### src/rtl/m_drop_engine_pkg.sv
// m_drop_engine_pkg: board geometry, result codes and FSM states shared by the drop engine
package m_drop_engine_pkg;
    localparam int COLS       = 7;
    localparam int ROWS       = 6;
    localparam int WIN_LEN    = 4;
    localparam int COL_SIZE   = 3;
    localparam int ROW_SIZE   = 3;
    localparam int FIELD_SIZE = COLS * ROWS;
    localparam int CNT_SIZE   = 6;

    localparam logic [2:0] RES_OK        = 3'd0;
    localparam logic [2:0] RES_COL_FULL  = 3'd1;
    localparam logic [2:0] RES_BAD_COL   = 3'd2;
    localparam logic [2:0] RES_WIN       = 3'd3;
    localparam logic [2:0] RES_DRAW      = 3'd4;
    localparam logic [2:0] RES_GAME_OVER = 3'd5;

    typedef enum logic [2:0] {S_IDLE, S_FIND, S_PLACE, S_CHECK, S_DONE} state_t;
endpackage

### src/rtl/m_cell_probe.sv
// m_cell_probe: checks whether an offset cell lies on the board and belongs to a player
module m_cell_probe
    import m_drop_engine_pkg::*;
(
    input  logic [FIELD_SIZE-1:0] i_your_field,
    input  logic [FIELD_SIZE-1:0] i_ai_field,
    input  logic                  i_player,
    input  logic [COL_SIZE-1:0]   i_col,
    input  logic [ROW_SIZE-1:0]   i_row,
    input  logic signed [3:0]     i_dx,
    input  logic signed [3:0]     i_dy,
    output logic                  o_in_bounds,
    output logic                  o_owned
);
    logic signed [4:0]     w_c;
    logic signed [4:0]     w_r;
    logic [5:0]            w_idx;
    logic [FIELD_SIZE-1:0] w_sel;

    assign w_c         = $signed({2'b00, i_col}) + $signed({i_dx[3], i_dx});
    assign w_r         = $signed({2'b00, i_row}) + $signed({i_dy[3], i_dy});
    assign o_in_bounds = (w_c >= 5'sd0) && (w_c < 5'(COLS)) && (w_r >= 5'sd0) && (w_r < 5'(ROWS));
    // off-board offsets collapse to index 0 and are masked, so the field is never indexed by them
    assign w_idx       = o_in_bounds ? 6'(w_c[2:0]) * 6'(ROWS) + 6'(w_r[2:0]) : 6'd0;
    assign w_sel       = i_player ? i_ai_field : i_your_field;
    assign o_owned     = o_in_bounds & w_sel[w_idx];
endmodule

### src/rtl/m_drop_engine.sv
// m_drop_engine: connect-four board state, gravity drop and sequential four-in-a-row check
module m_drop_engine
    import m_drop_engine_pkg::*;
(
    input  logic                  w_clk,
    input  logic                  w_rst,
    input  logic                  i_valid,
    output logic                  o_ready,
    input  logic [COL_SIZE-1:0]   i_col,
    input  logic                  i_player,
    output logic                  o_done,
    output logic [2:0]            o_result,
    output logic [COL_SIZE-1:0]   o_last_col,
    output logic [ROW_SIZE-1:0]   o_last_row,
    output logic [CNT_SIZE-1:0]   o_move_cnt,
    output logic                  o_game_over,
    output logic [FIELD_SIZE-1:0] o_your_field,
    output logic [FIELD_SIZE-1:0] o_ai_field
);
    state_t                r_state;
    logic                  r_ready;
    logic                  r_done;
    logic                  r_player;
    logic                  r_game_over;
    logic                  r_half;
    logic                  r_broken;
    logic                  r_win;
    logic [2:0]            r_result;
    logic [COL_SIZE-1:0]   r_col;
    logic [COL_SIZE-1:0]   r_last_col;
    logic [ROW_SIZE-1:0]   r_row;
    logic [ROW_SIZE-1:0]   r_last_row;
    logic [CNT_SIZE-1:0]   r_move_cnt;
    logic [FIELD_SIZE-1:0] r_your;
    logic [FIELD_SIZE-1:0] r_ai;
    logic [1:0]            r_dir;
    logic [1:0]            r_step;
    logic [2:0]            r_cnt;

    logic [5:0]            w_idx;
    logic [FIELD_SIZE-1:0] w_bit;
    logic                  w_busy;
    logic                  w_in_bounds;
    logic                  w_owned;
    logic                  w_hit;
    logic                  w_last;
    logic                  w_dir_win;
    logic                  w_any_win;
    logic                  w_full;
    logic [2:0]            w_cnt_next;
    logic signed [3:0]     w_ux;
    logic signed [3:0]     w_uy;
    logic signed [3:0]     w_mag;
    logic signed [3:0]     w_dx;
    logic signed [3:0]     w_dy;

    assign w_idx  = 6'(r_col) * 6'(ROWS) + 6'(r_row);
    assign w_bit  = FIELD_SIZE'(1) << w_idx;
    assign w_busy = r_your[w_idx] | r_ai[w_idx];

    // walk directions: horizontal, vertical, (+1,+1), (+1,-1); second half walks the negated step
    assign w_ux  = (r_dir == 2'd1) ? 4'sd0 : 4'sd1;
    assign w_uy  = (r_dir == 2'd0) ? 4'sd0 : (r_dir == 2'd3) ? -4'sd1 : 4'sd1;
    assign w_mag = $signed({2'b00, r_step});
    assign w_dx  = r_half ? -(w_ux * w_mag) : w_ux * w_mag;
    assign w_dy  = r_half ? -(w_uy * w_mag) : w_uy * w_mag;

    m_cell_probe u_probe (
        .i_your_field (r_your),
        .i_ai_field   (r_ai),
        .i_player     (r_player),
        .i_col        (r_col),
        .i_row        (r_row),
        .i_dx         (w_dx),
        .i_dy         (w_dy),
        .o_in_bounds  (w_in_bounds),
        .o_owned      (w_owned)
    );

    assign w_hit      = w_in_bounds & w_owned & ~r_broken;
    assign w_cnt_next = r_cnt + {2'b00, w_hit};
    assign w_last     = (r_step == 2'd3) & r_half;
    assign w_dir_win  = w_last & (w_cnt_next >= 3'(WIN_LEN - 1));
    assign w_any_win  = r_win | w_dir_win;
    assign w_full     = r_move_cnt == CNT_SIZE'(FIELD_SIZE);

    // move FSM: accept, probe bottom-up, place, walk four directions, report
    always_ff @(posedge w_clk) begin
        if (w_rst) begin
            r_state     <= S_IDLE;
            r_ready     <= 1'b1;
            r_done      <= 1'b0;
            r_player    <= 1'b0;
            r_game_over <= 1'b0;
            r_half      <= 1'b0;
            r_broken    <= 1'b0;
            r_win       <= 1'b0;
            r_result    <= RES_OK;
            r_col       <= '0;
            r_last_col  <= '0;
            r_row       <= '0;
            r_last_row  <= '0;
            r_move_cnt  <= '0;
            r_your      <= '0;
            r_ai        <= '0;
            r_dir       <= '0;
            r_step      <= 2'd1;
            r_cnt       <= '0;
        end else begin
            r_done <= 1'b0;
            case (r_state)
                S_IDLE: if (i_valid) begin
                    r_ready  <= 1'b0;
                    r_col    <= i_col;
                    r_player <= i_player;
                    r_row    <= ROW_SIZE'(ROWS - 1);
                    if (r_game_over) begin
                        r_state  <= S_DONE;
                        r_done   <= 1'b1;
                        r_result <= RES_GAME_OVER;
                    end else if (i_col >= COL_SIZE'(COLS)) begin
                        r_state  <= S_DONE;
                        r_done   <= 1'b1;
                        r_result <= RES_BAD_COL;
                    end else begin
                        r_state <= S_FIND;
                    end
                end
                S_FIND: if (!w_busy) begin
                    r_state <= S_PLACE;
                end else if (r_row == '0) begin
                    r_state  <= S_DONE;
                    r_done   <= 1'b1;
                    r_result <= RES_COL_FULL;
                end else begin
                    r_row <= r_row - 1'b1;
                end
                S_PLACE: begin
                    r_your     <= r_player ? r_your : r_your | w_bit;
                    r_ai       <= r_player ? r_ai | w_bit : r_ai;
                    r_move_cnt <= r_move_cnt + 1'b1;
                    r_last_col <= r_col;
                    r_last_row <= r_row;
                    r_dir      <= '0;
                    r_half     <= 1'b0;
                    r_step     <= 2'd1;
                    r_cnt      <= '0;
                    r_broken   <= 1'b0;
                    r_win      <= 1'b0;
                    r_state    <= S_CHECK;
                end
                S_CHECK: begin
                    r_step   <= (r_step == 2'd3) ? 2'd1 : r_step + 1'b1;
                    r_half   <= (r_step == 2'd3) ? ~r_half : r_half;
                    r_broken <= (r_step == 2'd3) ? 1'b0 : r_broken | ~w_hit;
                    r_cnt    <= w_last ? 3'd0 : w_cnt_next;
                    r_dir    <= w_last ? r_dir + 1'b1 : r_dir;
                    r_win    <= w_any_win;
                    if (w_last && r_dir == 2'd3) begin
                        r_state     <= S_DONE;
                        r_done      <= 1'b1;
                        r_result    <= w_any_win ? RES_WIN : w_full ? RES_DRAW : RES_OK;
                        r_game_over <= w_any_win | w_full;
                    end
                end
                S_DONE: begin
                    r_state <= S_IDLE;
                    r_ready <= 1'b1;
                end
                default: r_state <= S_IDLE;
            endcase
        end
    end

    assign o_ready      = r_ready;
    assign o_done       = r_done;
    assign o_result     = r_result;
    assign o_last_col   = r_last_col;
    assign o_last_row   = r_last_row;
    assign o_move_cnt   = r_move_cnt;
    assign o_game_over  = r_game_over;
    assign o_your_field = r_your;
    assign o_ai_field   = r_ai;
endmodule

### config.mk
export PLATFORM = sky130hd
export DESIGN_NAME = m_drop_engine
export DESIGN_NICKNAME = d
export VERILOG_FILES = /design/src/rtl/m_drop_engine_pkg.sv /design/src/rtl/m_cell_probe.sv /design/src/rtl/m_drop_engine.sv
export SDC_FILE = /design/constraint.sdc
export NUM_CORES = 1
export LEC_CHECK = 0
export ABC_AREA = 1
export CAP_MARGIN = 20
export CORE_AREA = 4 4 158 160
export CTS_BUF_LIST = sky130_fd_sc_hd__clkbuf_2
export CTS_CLUSTER_DIAMETER = 50
export DETAILED_ROUTE_END_ITERATION = 10
export DIE_AREA = 0 0 162 164
export PLACE_DENSITY = 0.55
export SYNTH_ARGS = -nofsm -noshare
export SYNTH_HDL_FRONTEND = slang
export SYNTH_SLANG_ARGS = --single-unit
export TNS_END_PERCENT = 20
### constraint.sdc
create_clock -name w_clk -period 4.7 [get_ports w_clk]
set_input_delay 0.705 -clock w_clk [delete_from_list [all_inputs] [get_ports w_clk]]
set_output_delay 0.705 -clock w_clk [all_outputs]
set_load 0.01 [all_outputs]
Word-level counts from Yosys, hierarchy flattened
Cells that the tools add are included.
Widths: inputs -> output; s select.
{"block": "totals", "register_bits": 122, "out_inout_bits": 102}
{"block": "classes", "add_sub_neg": 11, "mul": 4, "order_cmp": 8, "n_eq_ne": 17, "n_shift": 1, "n_mux": 53, "n_bitwise": 15, "n_reduce_logical": 21}
{"op": "$or 42x42->42", "count": 2}
{"op": "$mux 3", "count": 18}
{"op": "$mux 42", "count": 1}
{"op": "$shl 1x6->42 const A", "count": 1}
{"op": "$bmux 1 s6", "count": 3}
{"op": "$mux 4", "count": 4}
{"op": "$lt 6x7->1 const B", "count": 2}
{"op": "$ne 2x2->1 const B", "count": 7}
{"op": "$reduce_and 2->1", "count": 7}
{"op": "$mux 1", "count": 13}
{"op": "$add 6x3->6", "count": 2}
{"op": "$pmux 3 s2", "count": 2}
{"op": "$pmux 3 s4", "count": 1}
{"op": "$add 4x4->5", "count": 2}
{"op": "$ge 5x1->1 const B", "count": 2}
{"op": "$lt 5x4->1 const B", "count": 2}
{"op": "$mul 3x2->5 const B", "count": 2}
{"op": "$pmux 3 s3", "count": 1}
{"op": "$neg 4->4", "count": 2}
{"op": "$pmux 1 s2", "count": 4}
{"op": "$pmux 2 s2", "count": 2}
{"op": "$add 6x1->6 const B", "count": 1}
{"op": "$eq 3x2->1 const B", "count": 2}
{"op": "$eq 6x6->1 const B", "count": 1}
{"op": "26 further kinds", "count": 46}

Longest topological paths before layout
Gate-level depths: netlist of run 1.
{"block": "logic_depth", "depth_word": 23, "ltp_mapped": 42, "depth_no_buf": 41}

Cells and area by module
A second synthesis of run 1 with hierarchy kept.
{"block": "hier_totals", "cells_unflattened": 1104, "area_unflattened_um2": 7533.5}
{"module": "m_drop_engine", "n_inst": 1, "cells_each": 868, "area_each_um2": 5915.7, "seq_area_each_um2": 2442.3}
{"module": "m_cell_probe", "n_inst": 1, "cells_each": 236, "area_each_um2": 1617.8, "seq_area_each_um2": 0.0}

Worst setup path before layout of run 1
No wires, ideal clock.
{"block": "synth_timing", "path_kind": "register to register", "startpoint": "reg r_dir[1]", "endpoint": "reg r_result[1] (netlist: o_result[1])", "setup_time_ps": 133, "t_arrival_ps": 4847, "required_time_ps": 4567, "path_slack_ps": -280, "path_stages_with_launch": 38, "period_less_slack_ps": 4980, "cell_sequence": "dfxtp_1 > inv_1 > ha_1 > nor2_1 > inv_1 > ha_1 > inv_1 > o21ai_0 > inv_1 > fa_1 > xnor2_1 > inv_1 > ha_1 > a21oi_1 > ha_1 > nand2_1 > inv_2 > nand4_2 > (+2 left out) > nand3_1 > nand3_1 > nand2_1 > nand2_1 > nand2_1 > inv_1 > nand2_1 > inv_1 > ha_1 > ha_1 > nand2_1 > inv_1 > o21ai_0 > inv_1 > o21ai_0 > o21ai_0 > nand3_1 > a21oi_2"}
{"block": "synth_between", "elab_chain_len": 23, "word_cells_on_any_way": 39, "cone_classes": "6 x add/sub; 3 x mul; 5 x order compare; 3 x eq/ne; 11 x mux; 5 x bitwise; 6 x reduce/logical"}
{"item": "start: declaration", "line": "m_drop_engine.sv:36", "text": "logic [1:0] r_dir;"}
{"item": "start signal: assignment", "line": "m_drop_engine.sv:157", "text": "r_dir <= w_last ? r_dir + 1'b1 : r_dir;"}
{"item": "branches (longest 23 deep; another with $add 6x3->6)"}
{"item": "end signal: assignment", "line": "m_drop_engine.sv:162", "text": "r_result <= w_any_win ? RES_WIN : w_full ? RES_DRAW : RES_OK;"}
{"item": "end: declaration", "line": "m_drop_engine.sv:28", "text": "logic [2:0] r_result;"}
Parallel ways; which one is timed is not known. The select of a mux whose other input is x is not followed.
A chain may end at the register's enable or synchronous reset.

Final worst setup path of run 1
{"block": "layout_timing", "startpoint": "reg r_dir[1]", "endpoint": "reg r_result[2] (netlist: o_result[2])"}
Same word-level chain as after synthesis.

==> reports/qor.yml, run 1 <==
dr_total_vias: 7655
post-route-period-util_pct: 104.7
yosys_warnings: 0
io_pins: 109
max_slew_margin_pct: 36.51
powerDensity_nw_per_um2: 606.3
path_depth: 33
cts_made_buffers: 17
slew_viol_final: 0
final_common_cell: "nand2_1"
ctsHtreeMaxLevel: 4
grt_max_degree: 81
area_growth_pct: 33.56
clk_path_buf_depth: 2
period_needed_ns: 4.922
cts_sinks: 122
synth_edf_count: 0
synth_fp_nets: 1115
die_y_um: 164
synth_top_cell_area_share_pct: 33.68
syn_avg_cell_area_um2: 6.783
crit_end: "o_result[2]$_SDFFE_PP0P_"
fillers: 2529
critPathKind: "register to register"
synth-main-ff-cell: "dfxtp_1"
placeableCoreArea_um2: 23400
seq_area_um2: 2449
route.detailed.drc: 0
path_buf_inv: 7
crit_path_end_kind: "register"
synthArstFlopShare_pct: 0
cts_root_buf: "clkbuf_2"
ys_ff_latch: 122
mappedNetlistArea_um2: 7251
tightest_slew_ns: 0.9524
multi_input_area_um2: 4292
cp.required_ns: 5.38
fin_hold_ws_ns: 0.3447
insertion_delay_ns: 0.76
drtAntennaViolNets: 0
grt_pass1_wl_um: 40100
critPathMaxFanout: 4
critPathArrivalTime_ns: 5.60
worst_slack_ns: -0.2223
cpMostUsedCell: "inv_2"
hold_viol_final: 0
reg2reg_slack_ns: -0.22
final_nets: 1262
r2r_cells: 33
total_power_uw: 5872
final_area_um2: 9684
r2r-end: "o_result[2]$_SDFFE_PP0P_"
wl_per_cell_um: 16.39
diodes: 0
worstSetupStartpoint: "r_dir[1]$_SDFFE_PP0P_"
placed_cell_area_um2: 8912
start_util_pct: 30.98
portBuffers: 108
cap_violations: 0
hold_class: "input pin to register"
die_width_um: 162
clk_pin_slew_ns: 0.23
clock_skew_ns: 0.06278
vdd_drop_max_mv: 0.3981
final_util_pct: 41.38
rr_startpoint: "r_dir[1]$_SDFFE_PP0P_"
dp_hpwl_um: 18080
routed_wl_um: 25370
fmax_ghz: 0.2032
crit_path_top_delay_cell: "fa_2"
cts_hold_repair.buffers: 0
drt_iter0_drc: 500
overflow: 0
setup_viol: 4
status: "finished, violations left"
via_per_inst: 4.945
yosys-top-cells-area: "dfxtp_1 34%, nand2_1 12%, a21oi_1 10%"
cp_top_family: "adder cells"
drive_gt1_share_pct: 17.74
rows: 56
startpoint_type: "register"
gp_congestion: 0.9757
ys_seq_area_share_pct: 33.68
grt.total_usage_pct: 19.05
mostFrequentLayoutCells: "221 x nand2_1, 141 x a21oi_1, 128 x inv_1"
first_global_vias: 7427
violations: "negative setup slack"
synth_cell_types: 49
rsz0062_at_grt: "yes"
cts_tree: "done"
synth_area_leader_cell: "dfxtp_1"
p_leak_uw: 0.003662
die-area_um2: 26570
drtPass1Iterations: 6
slowest_delay_ns: 0.67
holdPathStages: 2
antenna_found_initial: 0
syn_inst: 1069
-- worst register-to-register path: cells and delay by family, from the launching register on --
kind	cells	cell delay [ns]
fa+ha+maj	7	2.11
flops	1	0.39
buf+inv	7	0.40
xor+xnor	2	0.34
compound gates	5	0.64
simple gates	12	0.98
-- logic make-up after synthesis --
kind of cell,synth area share (%)
XOR/XNOR,1.881
adder cells (fa/ha/maj),7.455
flip-flops,33.68
AND/OR/NAND/NOR,26.80
buffers and inverters,11.34
AO/OA/AOI/OAI,18.71
multiplexers,0.1381
-- report_power, final --
| group | internal, µW | switching, µW |
|---|---|---|
| registers | 1110 | 56.2 |
| logic | 1490 | 2460 |
| clock network | 267 | 501 |
-- per-stage QoR --
stage	worst slack [ns]	setup TNS, ns	std cells
final	-0.2223	-0.7142	1548
after global routing	-0.5371	-2.158	1548
after CTS	-0.1797	-0.4469	1542
after detailed placement	-0.4867	-1.885	1498
after global placement	-0.4014	-1.445	1498
after floorplan	0.002745	0	1069
-- synth_stat cells (7+ instances only) --
library cell	count
buf_2	13
inv_2	13
ha_1	32
o21ai_0	46
a21oi_1	145
nand2_1	232
nor2_1	113
nor4_1	14
dfxtp_1	122
inv_1	143
o22ai_1	12
nand3_1	55
o21ai_1	10
clkbuf_1	25
fa_1	7
-- per-layer routing --
metal	wire [µm]	global-route usage, %	up-vias
li1	-	-	3766
met1	10910	24.45	3548
met2	11920	31.87	294
met3	1961	4.266	47
met4	581	6.267	0
met5	0	0	-
-- layout make-up --
cell class,count,area share (%)
timing repair inverter,1,0.03876
tap,319,4.121
multi-input combinational,744,44.32
timing repair buffer,173,17.34
sequential,122,25.28
clock buffer,17,0.8786
clock inverter,15,1.835
inverter,157,6.189
-- worst min-delay path by stage --
| stage | startpoint | to | slack, ns |
|---|---|---|---|
| after floorplan | r_broken$_SDFFE_PP0P_ | r_broken$_SDFFE_PP0P_ | 0.45 |
| after global placement | o_result[1]$_SDFFE_PP0P_ | o_result[1]$_SDFFE_PP0P_ | 0.46 |
| after detailed placement | o_result[1]$_SDFFE_PP0P_ | o_result[1]$_SDFFE_PP0P_ | 0.46 |
| after CTS | w_rst | r_step[1]$_SDFFE_PP0P_ | 0.27 |
| after global routing | w_rst | o_result[1]$_SDFFE_PP0P_ | 0.31 |
| final | w_rst | r_state[2]$_SDFFE_PP0P_ | 0.34 |
-- what timing repair did --
action	CTS	global route
gates resized for setup	59	37
buffers inserted	10	6
pin swaps	36	42
gates cloned	2	1
setup endpoints to repair	6	6
hold endpoints to repair	0	0
Power figures use the tool's default switching activity.
==> inputs of run 2 (changes only) <==
--- a/config.mk
+++ b/config.mk
@@ -7,13 +7,12 @@
 export LEC_CHECK = 0
 export ABC_AREA = 1
 export CAP_MARGIN = 20
-export CORE_AREA = 4 4 158 160
+export CORE_AREA = 4 4 203 126
 export CTS_BUF_LIST = sky130_fd_sc_hd__clkbuf_2
 export CTS_CLUSTER_DIAMETER = 50
 export DETAILED_ROUTE_END_ITERATION = 10
-export DIE_AREA = 0 0 162 164
+export DIE_AREA = 0 0 207 130
 export PLACE_DENSITY = 0.55
 export SYNTH_ARGS = -nofsm -noshare
 export SYNTH_HDL_FRONTEND = slang
 export SYNTH_SLANG_ARGS = --single-unit
-export TNS_END_PERCENT = 20
==> run 2 against run 1 <==
  * The flow still finishes with violations (negative setup slack)
  * Sequential cell count unchanged
  * First-iteration DRC count up 75%
  * Die area up 1.3%
  * Power up 2.6%
  * Hold slack better by 0.021 ns
  * Cell count up 0.78%
  * Combinational power up 3%
  * Critical endpoint unchanged
  * Largest power group unchanged
==> reports/qor.yml, run 2 (synthesis gave the netlist of run 1 again) <==
area_growth_pct: 35.51
drtPass1Iterations: 5  # -1
hold_class: "input pin to register"
die_width_um: 207  # +28%
first_global_vias: 7219  # -2.8%
worst_slack_ns: -0.2496  # -0.02733 ns
grt_max_degree: 85  # +4.9%
slew_viol_final: 0  # unchanged
insertion_delay_ns: 0.77  # about the same
drtAntennaViolNets: 0  # unchanged
vdd_drop_max_mv: 0.3135  # -21%
rr_startpoint: "r_dir[1]$_SDFFE_PP0P_"
start_util_pct: 30.49  # -0.50 points
grt.total_usage_pct: 19.88  # +0.83 points
gp_congestion: 0.9575  # -1.9%
cts_root_buf: "clkbuf_2"
critPathKind: "register to register"
placeableCoreArea_um2: 23780  # +1.6%
clk_pin_slew_ns: 0.21  # -0.02 ns
critPathMaxFanout: 3  # -1
cts_tree: "done"
r2r-end: "o_result[2]$_SDFFE_PP0P_"
r2r_cells: 32  # -3.0%
via_per_inst: 4.997  # +1.1%
overflow: 0  # unchanged
clk_path_buf_depth: 2  # unchanged
powerDensity_nw_per_um2: 613.2  # +1.1%
dr_total_vias: 7796  # +1.8%
cpMostUsedCell: "inv_2"
total_power_uw: 6025  # +2.6%
diodes: 0  # unchanged
route.detailed.drc: 0  # unchanged
rsz0062_at_grt: "yes"
rows: 44  # -21%
status: "finished, violations left"
hold_viol_final: 0  # unchanged
drive_gt1_share_pct: 19.47  # +1.7 points
final_common_cell: "nand2_1"
final_util_pct: 41.31  # -0.067 points
holdPathStages: 2  # unchanged
grt_pass1_wl_um: 41990  # +4.7%
path_buf_inv: 7  # unchanged
startpoint_type: "register"
die-area_um2: 26910  # +1.3%
routed_wl_um: 27060  # +6.6%
worstHoldStart: "w_rst"
p_leak_uw: 0.003728  # +1.8%
cap_violations: 0  # unchanged
period_needed_ns: 4.950  # +0.02733 ns
tightest_slew_ns: 0.7806  # -0.1718 ns
hold_end: "r_step[1]$_SDFFE_PP0P_"
wl_per_cell_um: 17.34  # +5.8%
io_pins: 109  # unchanged
max_slew_margin_pct: 47.96  # +11 points
setup_viol: 5  # +1
die_y_um: 130  # -21%
final_nets: 1271  # +0.71%
antenna_found_initial: 0  # unchanged
post-route-period-util_pct: 105.3  # +0.58 points
cts_made_buffers: 17  # unchanged
cts_hold_repair.buffers: 0  # unchanged
dp_hpwl_um: 19510  # +7.9%
clock_skew_ns: 0.04888  # -0.01390 ns
cp_top_family: "adder cells"
drt_iter0_drc: 873  # +75%
mostFrequentLayoutCells: "218 x nand2_1, 141 x a21oi_1, 123 x inv_1"
crit_path_end_kind: "register"
fmax_ghz: 0.2020  # -0.55%
crit_path_top_delay_cell: "fa_1"
portBuffers: 108  # unchanged
cp.required_ns: 5.42  # +0.04 ns
timing.setup.tns_ns: -0.9187  # -0.2045 ns
slowest_delay_ns: 0.54  # -0.13 ns
ctsHtreeMaxLevel: 4  # unchanged
cts_sinks: 122  # unchanged
reg2reg_slack_ns: -0.25  # -0.03 ns
critPathArrivalTime_ns: 5.67  # +0.07 ns
violations: "negative setup slack"
-- run 2: changes by cell type in the layout (fill, tap and decap cells not counted), sizes merged --
cell / change
buf: +11
inv: -11
clkinv: +9
bufinv: +2
clkinvlp: -2
-- run 2: final cells by class --
cell class / count / area [µm²]
clock buffers: 18 / 90.09
repair buffers: 183 / 1729
inverters: 157 / 604.3
well taps: 322 / 402.9
clock inverters: 14 / 178.9
fillers: 2489 / 13960
flip-flops and latches: 122 / 2451
multi-input cells: 744 / 4369
-- run 2: layer usage --
| metal | global-route usage [%] | routed length [µm] | vias to the layer above |
|---|---|---|---|
| met5 | 0 | 0 | - |
| met4 | 4.662 | 329 | 0 |
| met3 | 4.469 | 2307 | 27 |
| met2 | 26.17 | 10190 | 336 |
| met1 | 31.96 | 14230 | 3647 |
| li1 | - | - | 3786 |
-- run 2: worst max path at each step --
stage                                     start                  endpoint  slack (ns)  cells after the start
final                     r_dir[1]$_SDFFE_PP0P_  o_result[2]$_SDFFE_PP0P_       -0.25                     32
after global routing      r_dir[1]$_SDFFE_PP0P_  o_result[2]$_SDFFE_PP0P_       -0.57                     40
after CTS                 r_dir[1]$_SDFFE_PP0P_  o_result[2]$_SDFFE_PP0P_       -0.11                     40
after detailed placement  r_dir[0]$_SDFFE_PP0P_  o_result[2]$_SDFFE_PP0P_       -0.59                     32
after global placement    r_dir[0]$_SDFFE_PP0P_  o_result[2]$_SDFFE_PP0P_       -0.44                     32
after floorplan           r_dir[1]$_SDFFE_PP0P_  o_result[2]$_SDFFE_PP0P_       0.003                     39
-- run 2: repair_timing --
item	in CTS	in global routing
gates cloned	1	0
pin swaps	40	47
resized for setup	83	35
endpoints found under the setup margin	6	6
buffers inserted	20	8
-- run 2: report_power, final --
| group | total (µW) | switching [µW] | leakage [µW] | internal [µW] |
|---|---|---|---|---|
| Clock | 802 | 456 | 0.000158 | 346 |
| Combinational | 4060 | 2560 | 0.00258 | 1490 |
| Sequential | 1170 | 63.2 | 0.000987 | 1100 |
| Total | 6020 | 3080 | 0.00373 | 2940 |
-- run 2: metrics by stage --
step                setup WS [ns]  cell area, µm²  std cells  hold WS, ns
floorplan                0.002745            7279       1069       0.4455
global placement          -0.4431            8916       1501       0.4574
detailed placement        -0.5866            8916       1501       0.4619
CTS                       -0.1057            9673       1553       0.3022
global route              -0.5706            9826       1560       0.3252
finish                    -0.2496            9826       1560       0.3655
